### src/rtl/date_pkg.sv
// Shared types, encodings and calendar helpers for the date set-mode sequencer.
package date_pkg;

    typedef enum logic [2:0] {
        IDLE,
        SET_DAY,
        SET_MONTH,
        SET_YEAR,
        COMMIT
    } state_t;

    localparam logic [1:0] FSEL_NONE  = 2'b00;
    localparam logic [1:0] FSEL_DAY   = 2'b01;
    localparam logic [1:0] FSEL_MONTH = 2'b10;
    localparam logic [1:0] FSEL_YEAR  = 2'b11;

    localparam logic [1:0] MODE_HOLD  = 2'b00;
    localparam logic [1:0] MODE_LOAD  = 2'b10;

    localparam logic [7:0] MON_JAN = 8'h01;
    localparam logic [7:0] MON_FEB = 8'h02;
    localparam logic [7:0] MON_APR = 8'h04;
    localparam logic [7:0] MON_JUN = 8'h06;
    localparam logic [7:0] MON_SEP = 8'h09;
    localparam logic [7:0] MON_NOV = 8'h11;
    localparam logic [7:0] MON_DEC = 8'h12;

    localparam logic [23:0] DATE_RESET = 24'h01_01_00;

    // yy is BCD 00..99 meaning 2000..2099, so divisibility by 4 is decided by
    // the parity of the tens digit together with the units digit.
    function automatic logic is_leap(input logic [7:0] yy);
        logic [3:0] units;
        units = yy[3:0];
        if (yy[4])
            return (units == 4'd2) || (units == 4'd6);
        else
            return (units == 4'd0) || (units == 4'd4) || (units == 4'd8);
    endfunction

    function automatic logic [7:0] max_day(input logic [7:0] mm, input logic [7:0] yy);
        logic [7:0] res;
        case (mm)
            MON_FEB:                            res = is_leap(yy) ? 8'h29 : 8'h28;
            MON_APR, MON_JUN, MON_SEP, MON_NOV: res = 8'h30;
            default:                            res = 8'h31;
        endcase
        return res;
    endfunction

endpackage

### src/rtl/bcd_field_inc.sv
// Two-digit BCD increment that wraps back to a minimum once the maximum is reached.
module bcd_field_inc
    import date_pkg::*;
(
    input  logic [7:0] value,
    input  logic [7:0] min,
    input  logic [7:0] max,
    output logic [7:0] next
);

    // Values at or above the limit (including out-of-range snapshots) wrap to min.
    always_comb begin
        next = min;
        if (value < max) begin
            if (value[3:0] >= 4'd9)
                next = {value[7:4] + 4'd1, 4'd0};
            else
                next = {value[7:4], value[3:0] + 4'd1};
        end
    end

endmodule

### src/rtl/date_set_ctrl.sv
// Button-driven date edit sequencer: snapshot, edit day/month/year, commit to the date counter.
module date_set_ctrl
    import date_pkg::*;
#(
    parameter int unsigned COMMIT_CYC = 2,
    parameter logic [31:0] TIMEOUT    = 32'd6000,
    parameter logic [15:0] BLINK_DIV  = 16'd500
) (
    input  logic        clk,
    input  logic        rst_n,
    input  logic        btn_mode,
    input  logic        btn_sel,
    input  logic        btn_inc,
    input  logic [23:0] date_cur,
    output logic [1:0]  date_mode,
    output logic [23:0] date_set,
    output logic [1:0]  field_sel,
    output logic        blink
);

    state_t      state, next_state;
    logic [31:0] to_cnt;
    logic [31:0] commit_cnt;
    logic [15:0] blink_cnt;
    logic        in_set, next_in_set, any_btn, timeout_hit, commit_done, do_inc;
    logic [7:0]  day, month, year;
    logic [7:0]  inc_val, inc_min, inc_max, inc_next;
    logic [7:0]  new_day, new_month, new_year, clamp_max;

    assign {day, month, year} = date_set;
    assign in_set      = state inside {SET_DAY, SET_MONTH, SET_YEAR};
    assign next_in_set = next_state inside {SET_DAY, SET_MONTH, SET_YEAR};
    assign any_btn     = btn_mode | btn_sel | btn_inc;
    assign timeout_hit = (to_cnt == TIMEOUT - 32'd1);
    assign commit_done = (commit_cnt == COMMIT_CYC - 1);
    // btn_inc only acts when it wins the priority contest in a SET_* state.
    assign do_inc      = in_set & ~btn_mode & ~btn_sel & btn_inc;

    // Route the selected field and its legal range to the single incrementer.
    always_comb begin
        inc_val = day;
        inc_min = 8'h01;
        inc_max = max_day(month, year);
        case (state)
            SET_MONTH: begin
                inc_val = month;
                inc_min = MON_JAN;
                inc_max = MON_DEC;
            end
            SET_YEAR: begin
                inc_val = year;
                inc_min = 8'h00;
                inc_max = 8'h99;
            end
            default: ;
        endcase
    end

    bcd_field_inc u_field_inc (
        .value (inc_val),
        .min   (inc_min),
        .max   (inc_max),
        .next  (inc_next)
    );

    // Merge the incremented field back in; month/year edits pull the day down if it no longer fits.
    always_comb begin
        new_day   = day;
        new_month = month;
        new_year  = year;
        case (state)
            SET_DAY:   new_day   = inc_next;
            SET_MONTH: new_month = inc_next;
            SET_YEAR:  new_year  = inc_next;
            default: ;
        endcase
        clamp_max = max_day(new_month, new_year);
        if (state != SET_DAY && new_day > clamp_max)
            new_day = clamp_max;
    end

    // State register.
    always_ff @(posedge clk or negedge rst_n) begin
        if (!rst_n)
            state <= IDLE;
        else
            state <= next_state;
    end

    // Next-state logic with btn_mode > btn_sel > btn_inc priority.
    always_comb begin
        next_state = state;
        case (state)
            IDLE:
                if (btn_mode) next_state = SET_DAY;
            SET_DAY, SET_MONTH, SET_YEAR:
                if (btn_mode)
                    next_state = COMMIT;
                else if (btn_sel)
                    next_state = (state == SET_DAY)   ? SET_MONTH :
                                 (state == SET_MONTH) ? SET_YEAR  : SET_DAY;
                else if (!btn_inc && timeout_hit)
                    next_state = IDLE;
            COMMIT:
                if (commit_done) next_state = IDLE;
            default:
                next_state = IDLE;
        endcase
    end

    // Field indicator decoded from the current state.
    always_comb begin
        field_sel = FSEL_NONE;
        case (state)
            SET_DAY:   field_sel = FSEL_DAY;
            SET_MONTH: field_sel = FSEL_MONTH;
            SET_YEAR:  field_sel = FSEL_YEAR;
            default: ;
        endcase
    end

    // Load strobe is registered so it is glitch-free and aligned with COMMIT occupancy.
    always_ff @(posedge clk or negedge rst_n) begin
        if (!rst_n)
            date_mode <= MODE_HOLD;
        else
            date_mode <= (next_state == COMMIT) ? MODE_LOAD : MODE_HOLD;
    end

    // Shadow date: snapshot on entry, updated only by a winning increment.
    always_ff @(posedge clk or negedge rst_n) begin
        if (!rst_n)
            date_set <= DATE_RESET;
        else if (state == IDLE && btn_mode)
            date_set <= date_cur;
        else if (do_inc)
            date_set <= {new_day, new_month, new_year};
    end

    // Inactivity counter: runs only while editing with no buttons and no state change.
    always_ff @(posedge clk or negedge rst_n) begin
        if (!rst_n)
            to_cnt <= '0;
        else if (!in_set || any_btn || next_state != state)
            to_cnt <= '0;
        else
            to_cnt <= to_cnt + 32'd1;
    end

    // Counts cycles spent in COMMIT so the load strobe lasts exactly COMMIT_CYC cycles.
    always_ff @(posedge clk or negedge rst_n) begin
        if (!rst_n)
            commit_cnt <= '0;
        else if (state == COMMIT && !commit_done)
            commit_cnt <= commit_cnt + 32'd1;
        else
            commit_cnt <= '0;
    end

    // Blink restarts high on every SET_* entry, then toggles every BLINK_DIV cycles.
    always_ff @(posedge clk or negedge rst_n) begin
        if (!rst_n) begin
            blink_cnt <= '0;
            blink     <= 1'b0;
        end else if (next_in_set && next_state != state) begin
            blink_cnt <= '0;
            blink     <= 1'b1;
        end else if (next_in_set) begin
            if (blink_cnt == BLINK_DIV - 16'd1) begin
                blink_cnt <= '0;
                blink     <= ~blink;
            end else begin
                blink_cnt <= blink_cnt + 16'd1;
            end
        end else begin
            blink_cnt <= '0;
            blink     <= 1'b0;
        end
    end

endmodule
### config.mk
export PLATFORM = sky130hd
export DESIGN_NAME = date_set_ctrl
export DESIGN_NICKNAME = d
export VERILOG_FILES = /design/src/rtl/date_pkg.sv /design/src/rtl/bcd_field_inc.sv /design/src/rtl/date_set_ctrl.sv
export SDC_FILE = /design/constraint.sdc
export NUM_CORES = 1
export LEC_CHECK = 0
export ABC_AREA = 1
export BUFFER_PORTS_ARGS = -buffer_cell sky130_fd_sc_hd__buf_2
export CAP_MARGIN = 10
export CELL_PAD_IN_SITES_DETAIL_PLACEMENT = 1
export CELL_PAD_IN_SITES_GLOBAL_PLACEMENT = 2
export CORE_ASPECT_RATIO = 0.75
export CORE_UTILIZATION = 35
export DETAILED_ROUTE_END_ITERATION = 8
export GPL_ROUTABILITY_DRIVEN = 0
export PLACE_DENSITY = 0.83
export SYNTH_ARGS = -nofsm -noshare
export SYNTH_HDL_FRONTEND = slang
export SYNTH_HIERARCHICAL = 1
export SYNTH_SLANG_ARGS = --single-unit
### constraint.sdc
create_clock -name clk -period 11.4 [get_ports clk]
set_clock_uncertainty 0.15 [all_clocks]
set_input_delay 0.57 -clock clk [delete_from_list [all_inputs] [get_ports clk]]
set_output_delay 0.57 -clock clk [all_outputs]
set_load 0.01 [all_outputs]
==> flow_summary_export.csv, run 1 <==
group,metric,value,unit
floorplanning,io_pins,58,
timing,slew_headroom,40.9,%
cells_and_area,antennaDiodeCount,0,
critical_path,cp_common_cell,"nand2_1",
yosys,synth-simple-area-share,32.1,%
clocking,cts_setup_buffers,0,
yosys,synth.distinct_cells,46,
critical_path,crit_slowest_cell,"dfrtp_1",
yosys,synth_fa_ha_area_share,3.20,%
route,drt_pass1_iterations,9,
yosys,ys_seq_elements,109,
critical_path,path_class,"reg -> reg",
yosys,syn_inst,986,
grt,grt_pass1_wl,35.5,mm
flow_run,maxCapViolCount,0,
critical_path,slowest_delay,0.60,ns
yosys,muxShareOfSynthArea,0,%
timing,rsz0062_at_grt,"no",
yosys,synthTopCellsByArea,"dfrtp_1, nand2_1, nor2_1",
critical_path,cp_top_family,"simple AND/OR/NAND/NOR gates",
yosys,ys.warnings.count,6,
critical_path,critPathLaunchType,"flip-flop",
critical_path,rrSetupSlack,5.69,ns
power,sequentialPowerShare,33.6,%
floorplanning,core_region_area,19500,um^2
power,p_leak,0.00359,uW
cells_and_area,fin_nets,1092,
cells_and_area,mostFrequentLayoutCell,"nand2_1",
timing,tightest_slew,0.885,ns
route,viasPerCell,4.97,
route,routed_wl,20.7,mm
critical_path,crit_required,11.50,ns
critical_path,critPathBufInv,2,
floorplanning,die_y,125,um
critical_path,end_kind,"flip-flop",
clocking,holdBufCountCts,0,
yosys,yosysTopAreaCell,"dfrtp_1",
placement,place_area,7580,um^2
timing,hold_violations,0,
power,power_density,192,nW/um^2
clocking,cts_resized,0,
yosys,synth_top_family_by_area,"simple AND/OR/NAND/NOR gates",
grt,grt_usage,21.4,%
clocking,cts_tree,"built",
cells_and_area,syn_to_final_growth,12.1,%
floorplanning,std_cell_rows,44,
status,status,"finished with violations",
grt,grt_pass1_vias,6718,
cells_and_area,drive_above_1_share,10.0,%
timing,period_share,50.1,%
timing,fin_crit,5.71,ns
power,p_comb_share,44.4,%
route,drt_iter0_markers,355,
floorplanning,die_area,20700,um^2
critical_path,r2r-start,"state[2]",
placement,io_buffers,56,
route,drc,2,
clocking,clock_latency,0.37,ns
critical_path,cp.arrival,5.81,ns
cells_and_area,mostFrequentLayoutCells,"nand2_1, nor2_1, inv_1",
worst_hold_path,holdCritPathClass,"in -> async",
power,power_switching,685,uW
status,violations,"design-rule violations",
power,vdd_drop_max,0.0000780,V
grt,grt_antenna_before_repair,0,
yosys,synth-compound-area-share,10.4,%
critical_path,r2r-end,"date_set[19]",
clocking,cts.htree.levels,3,
cells_and_area,final_area,7890,um^2
floorplanning,initial_core_util,36.0,%
placement,hpwlAfterDp,15.8,mm
yosys,synth.top_cell.area_share,38.1,%
clocking,cts_num_sinks,109,
route,dr_total_vias,6481,
power,p_clk_share,22.0,%
yosys,synth_area,7030,um^2
power,swShare,45.3,%
floorplanning,die_w,166,um
yosys,synth_xor_area_share,6.23,%
power,internal-power,827,uW
critical_path,ff2ff_path_depth,27,
clocking,cts_buffers,9,
grt,grt_max_degree,65,
timing,setup_viol,0,
route,post_drt_wl_per_cell,15.8,um
critical_path,critPathMaxFanout,20,
timing,slew_viol_final,0,
clocking,clk_pin_slew,0.08,ns
route,drtAntennaViolNets,0,
clocking,cts_buffer_depth,2,
timing,finalSetupTns,0,ns
clocking,cts_root_buffer,"clkbuf_16",
yosys,synth_seq_area_share,38.8,%
grt,overflow,0,
timing,fmax,175,MHz
yosys,synth.avg_cell_area,7.13,um^2
[final cells by class]
cell class | count | area [um^2]
multi-input combinational | 723 | 3690
inverter | 143 | 538
fill | 2521 | 11700
timing repair buffer | 59 | 305
sequential | 109 | 2730
clock buffer | 11 | 253
clock inverter | 5 | 52.6
tap | 253 | 317
[power groups by stage]
stage	Sequential, uW	Clock [uW]	Combinational, uW
6_report	508	332	671
5_1_grt	520	353	770
4_1_cts	509	344	677
3_5_place_dp	515	0	672
3_3_place_gp	517	0	667
2_1_floorplan	511	0	454
[cells by family after synthesis]
family                   count (synthesis)
flip-flops                             109
XOR/XNOR                                50
buffers and inverters                  163
adder cells (fa/ha/maj)                 18
AO/OA/AOI/OAI                          123
other                                    1
AND/OR/NAND/NOR                        522
[worst max path at each step]
stage | from | end | depth (start not counted)
after floorplan | state[1] | date_set[19] | 31
after global placement | state[2] | date_set[19] | 27
after detailed placement | state[2] | date_set[19] | 27
after CTS | state[2] | date_set[19] | 27
after global routing | state[2] | date_set[19] | 27
final | state[2] | date_set[19] | 27
[state kept, by name, indices dropped and copies added (netlist names)]
signal	cells
date_set	24
blink	1
date_mode	1
blink_cnt	16
state	3
commit_cnt	32
to_cnt	32
[metal layers]
metal / share of wire [%] / track usage, % / vias to the layer above
met5: 0 / 0 / -
met4: 1.0 / 5.00 / 0
met3: 3.2 / 3.72 / 13
met2: 42 / 31.7 / 92
met1: 54 / 32.0 / 3080
li1: - / - / 3296
[stage by stage]
step                      cells  total power (uW)  utilization (%)  setup WS [ns]  hold slack [ns]
after CTS                  1303              1530             40.4           5.78            0.180
after detailed placement   1287              1190             38.8           5.82            0.301
after global placement     1287              1180             38.8           6.00            0.300
after global routing       1303              1640             40.4           5.10            0.225
after floorplan             995               965                -           7.06            0.124
final                      1303              1510             40.4           5.69            0.149
[Yosys cell counts (all sizes together)]
library cell	count
a21o	2
a21oi	33
a221oi	5
a31o	1
a31oi	4
buf	10
clkbuf	10
clkinv	3
conb	1
dfrtp	107
dfstp	2
ha	18
inv	140
nand2	227
nand3	50
nand3b	1
nand4	26
nor2	169
nor3	39
nor3b	1
nor4	9
o2111ai	2
o211ai	3
o21a	3
o21ai	49
o21bai	1
o221ai	11
o22ai	8
o31ai	1
xnor2	9
xor2	41
No activity file was read; power rests on OpenSTA's default activity.
==> run 2, diff against run 1 <==
- CORE_UTILIZATION: 35 -> 31
- PLACE_DENSITY: 0.83 -> 0.78
- clock period: 11.4 -> 4.95 ns (I/O delays scaled with it)
==> run 2 against run 1 <==
The flow now finishes without violations. Die area up 13%. Final area up 4.1%. Total power up 140%. Cell count up 4.9%. Sequential power up 130%. Global-route usage down 1.6 points. Combinational power rose to 2.5 times the previous value. First-iteration DRC count down 14%. Fmax up 25%. Worst hold slack worse by 0.13 ns. Critical path type unchanged. Critical endpoint unchanged. Largest power group unchanged. Highest routed layer unchanged.
==> flow_summary_export.csv, run 2 (synthesis results as in run 1) <==
group,metric,value,unit
critical_path,end_kind,"flip-flop",
power,power_density,442,nW/um^2
route,drt_pass1_iterations,4,
power,power,3630,uW
grt,grt_max_degree,61,
status,status,"finished clean",
timing,final.setup.worst_slack,0.366,ns
clocking,clock_latency,0.38,ns
floorplanning,die_y,132,um
clocking,cts_tree,"built",
route,viasPerCell,4.81,
floorplanning,std_cell_rows,47,
clocking,cts.htree.levels,3,
critical_path,crit_required,5.06,ns
timing,fin_crit,4.58,ns
cells_and_area,fin_cells,1367,
grt,grt_pass1_vias,6762,
route,drc,0,
critical_path,cp.arrival,4.69,ns
floorplanning,io_pins,58,
clocking,cts_num_sinks,109,
placement,hpwlAfterDp,16.6,mm
cells_and_area,antennaDiodeCount,0,
clocking,clk_pin_slew,0.09,ns
power,p_leak,0.00369,uW
timing,setup_viol,0,
route,routed_wl,21.9,mm
route,drt_iter0_markers,307,
critical_path,cp_top_family,"simple AND/OR/NAND/NOR gates",
cells_and_area,drive_above_1_share,12.2,%
timing,hold_violations,0,
timing,slew_headroom,39.8,%
critical_path,critPathLaunchType,"flip-flop",
critical_path,cp_common_cell,"nand2_1",
timing,tightest_slew,0.901,ns
flow_run,maxCapViolCount,0,
critical_path,critPathMaxFanout,16,
grt,grt_usage,19.8,%
critical_path,crit_slowest_cell,"dfrtp_1",
clocking,cts_root_buffer,"clkbuf_16",
grt,grt_antenna_before_repair,0,
grt,overflow,0,
timing,fmax,218,MHz
floorplanning,die_area,23300,um^2
placement,dp_cells,1335,
route,drtAntennaViolNets,0,
route,dr_total_vias,6577,
route,post_drt_wl_per_cell,16.0,um
clocking,cts_buffers,9,
timing,period_share,92.6,%
cells_and_area,mostFrequentLayoutCells,"nand2_1, nor2_1, inv_1",
cells_and_area,mostFrequentLayoutCell,"nand2_1",
placement,place_ws,-0.0161,ns
floorplanning,core_region_area,22200,um^2
critical_path,slowest_delay,0.42,ns
critical_path,critPathBufInv,4,
timing,slew_viol_final,0,
critical_path,path_class,"reg -> reg",
clocking,cts_buffer_depth,2,
cells_and_area,post-route-util,37.0,%
power,vdd_drop_max,0.000245,V
grt,grt_pass1_wl,36.3,mm
placement,io_buffers,56,
floorplanning,initial_core_util,31.7,%
floorplanning,die_w,176,um
cells_and_area,syn_to_final_growth,16.7,%
cells_and_area,fin_nets,1115,
worst_hold_path,holdCritPathClass,"in -> reg",
cells_and_area,reg_top3,"commit_cnt x32, to_cnt x32, date_set x24",
run 2: cell count changes in the layout (fill, tap and decap cells not counted), sizes merged:
cell,before,now
clkbuf,11,9
clkinvlp,0,2
buf,59,72
dlygate4sd3,0,10
run 2: worst min-delay path: cells and delay by family:
| kind | cells | cell delay, ns |
|---|---|---|
| buffers and inverters | 1 | 0.08 |
| AOI/OAI and AO/OA | 2 | 0.18 |
run 2: report_power, final:
group	leakage, uW	internal, uW	total (uW)	switching [uW]
registers	0.00146	1020	1180	157
clock network	0.000140	355	752	397
logic	0.00209	583	1700	1120
run 2: worst paths after layout:
kind	from	endpoint	slack, ns	cells past startpoint
min	date_cur[11]	date_set[11]	0.02	3
max in group asynchronous	rst_n	date_set[20]	3.06	3
max	state[1]	date_set[19]	0.37	30
max reg2reg	state[1]	date_set[19]	0.37	30
min in group asynchronous	rst_n	to_cnt[12]	0.30	2
min reg2reg	commit_cnt[3]	commit_cnt[3]	0.32	1
run 2: area by class of cell:
class | count | area [um^2]
multi-input cells | 723 | 3770
fillers | 2829 | 14000
flip-flops and latches | 109 | 2730
repair buffers | 82 | 503
clock buffers | 9 | 225
clock inverters | 7 | 65.1
inverters | 143 | 542
well taps | 294 | 368
run 2: stage by stage:
stage,TNS [ns],hold slack (ns),area [um^2]
final,0,0.0205,8210
after global routing,-0.00212,0.0125,8210
after CTS,0,0.00250,8080
after detailed placement,-0.0161,0.192,7680
after global placement,0,0.193,7680
after floorplan,0,-0.198,7070
run 2: routing by layer:
layer | global-route usage, % | vias to the layer above | wire, um
li1 | - | 3336 | -
met1 | 29.3 | 3149 | 11800
met2 | 29.7 | 79 | 9320
met3 | 3.51 | 13 | 557
met4 | 4.44 | 0 | 250
met5 | 0 | - | 0
run 2: timing repair:
action                                  CTS  global route
resized for setup                         1            18
setup buffers                             0             6
endpoints found under the setup margin    3             6
hold buffers                             10             0
pin swaps                                 0             2
endpoints found under the hold margin    58             0
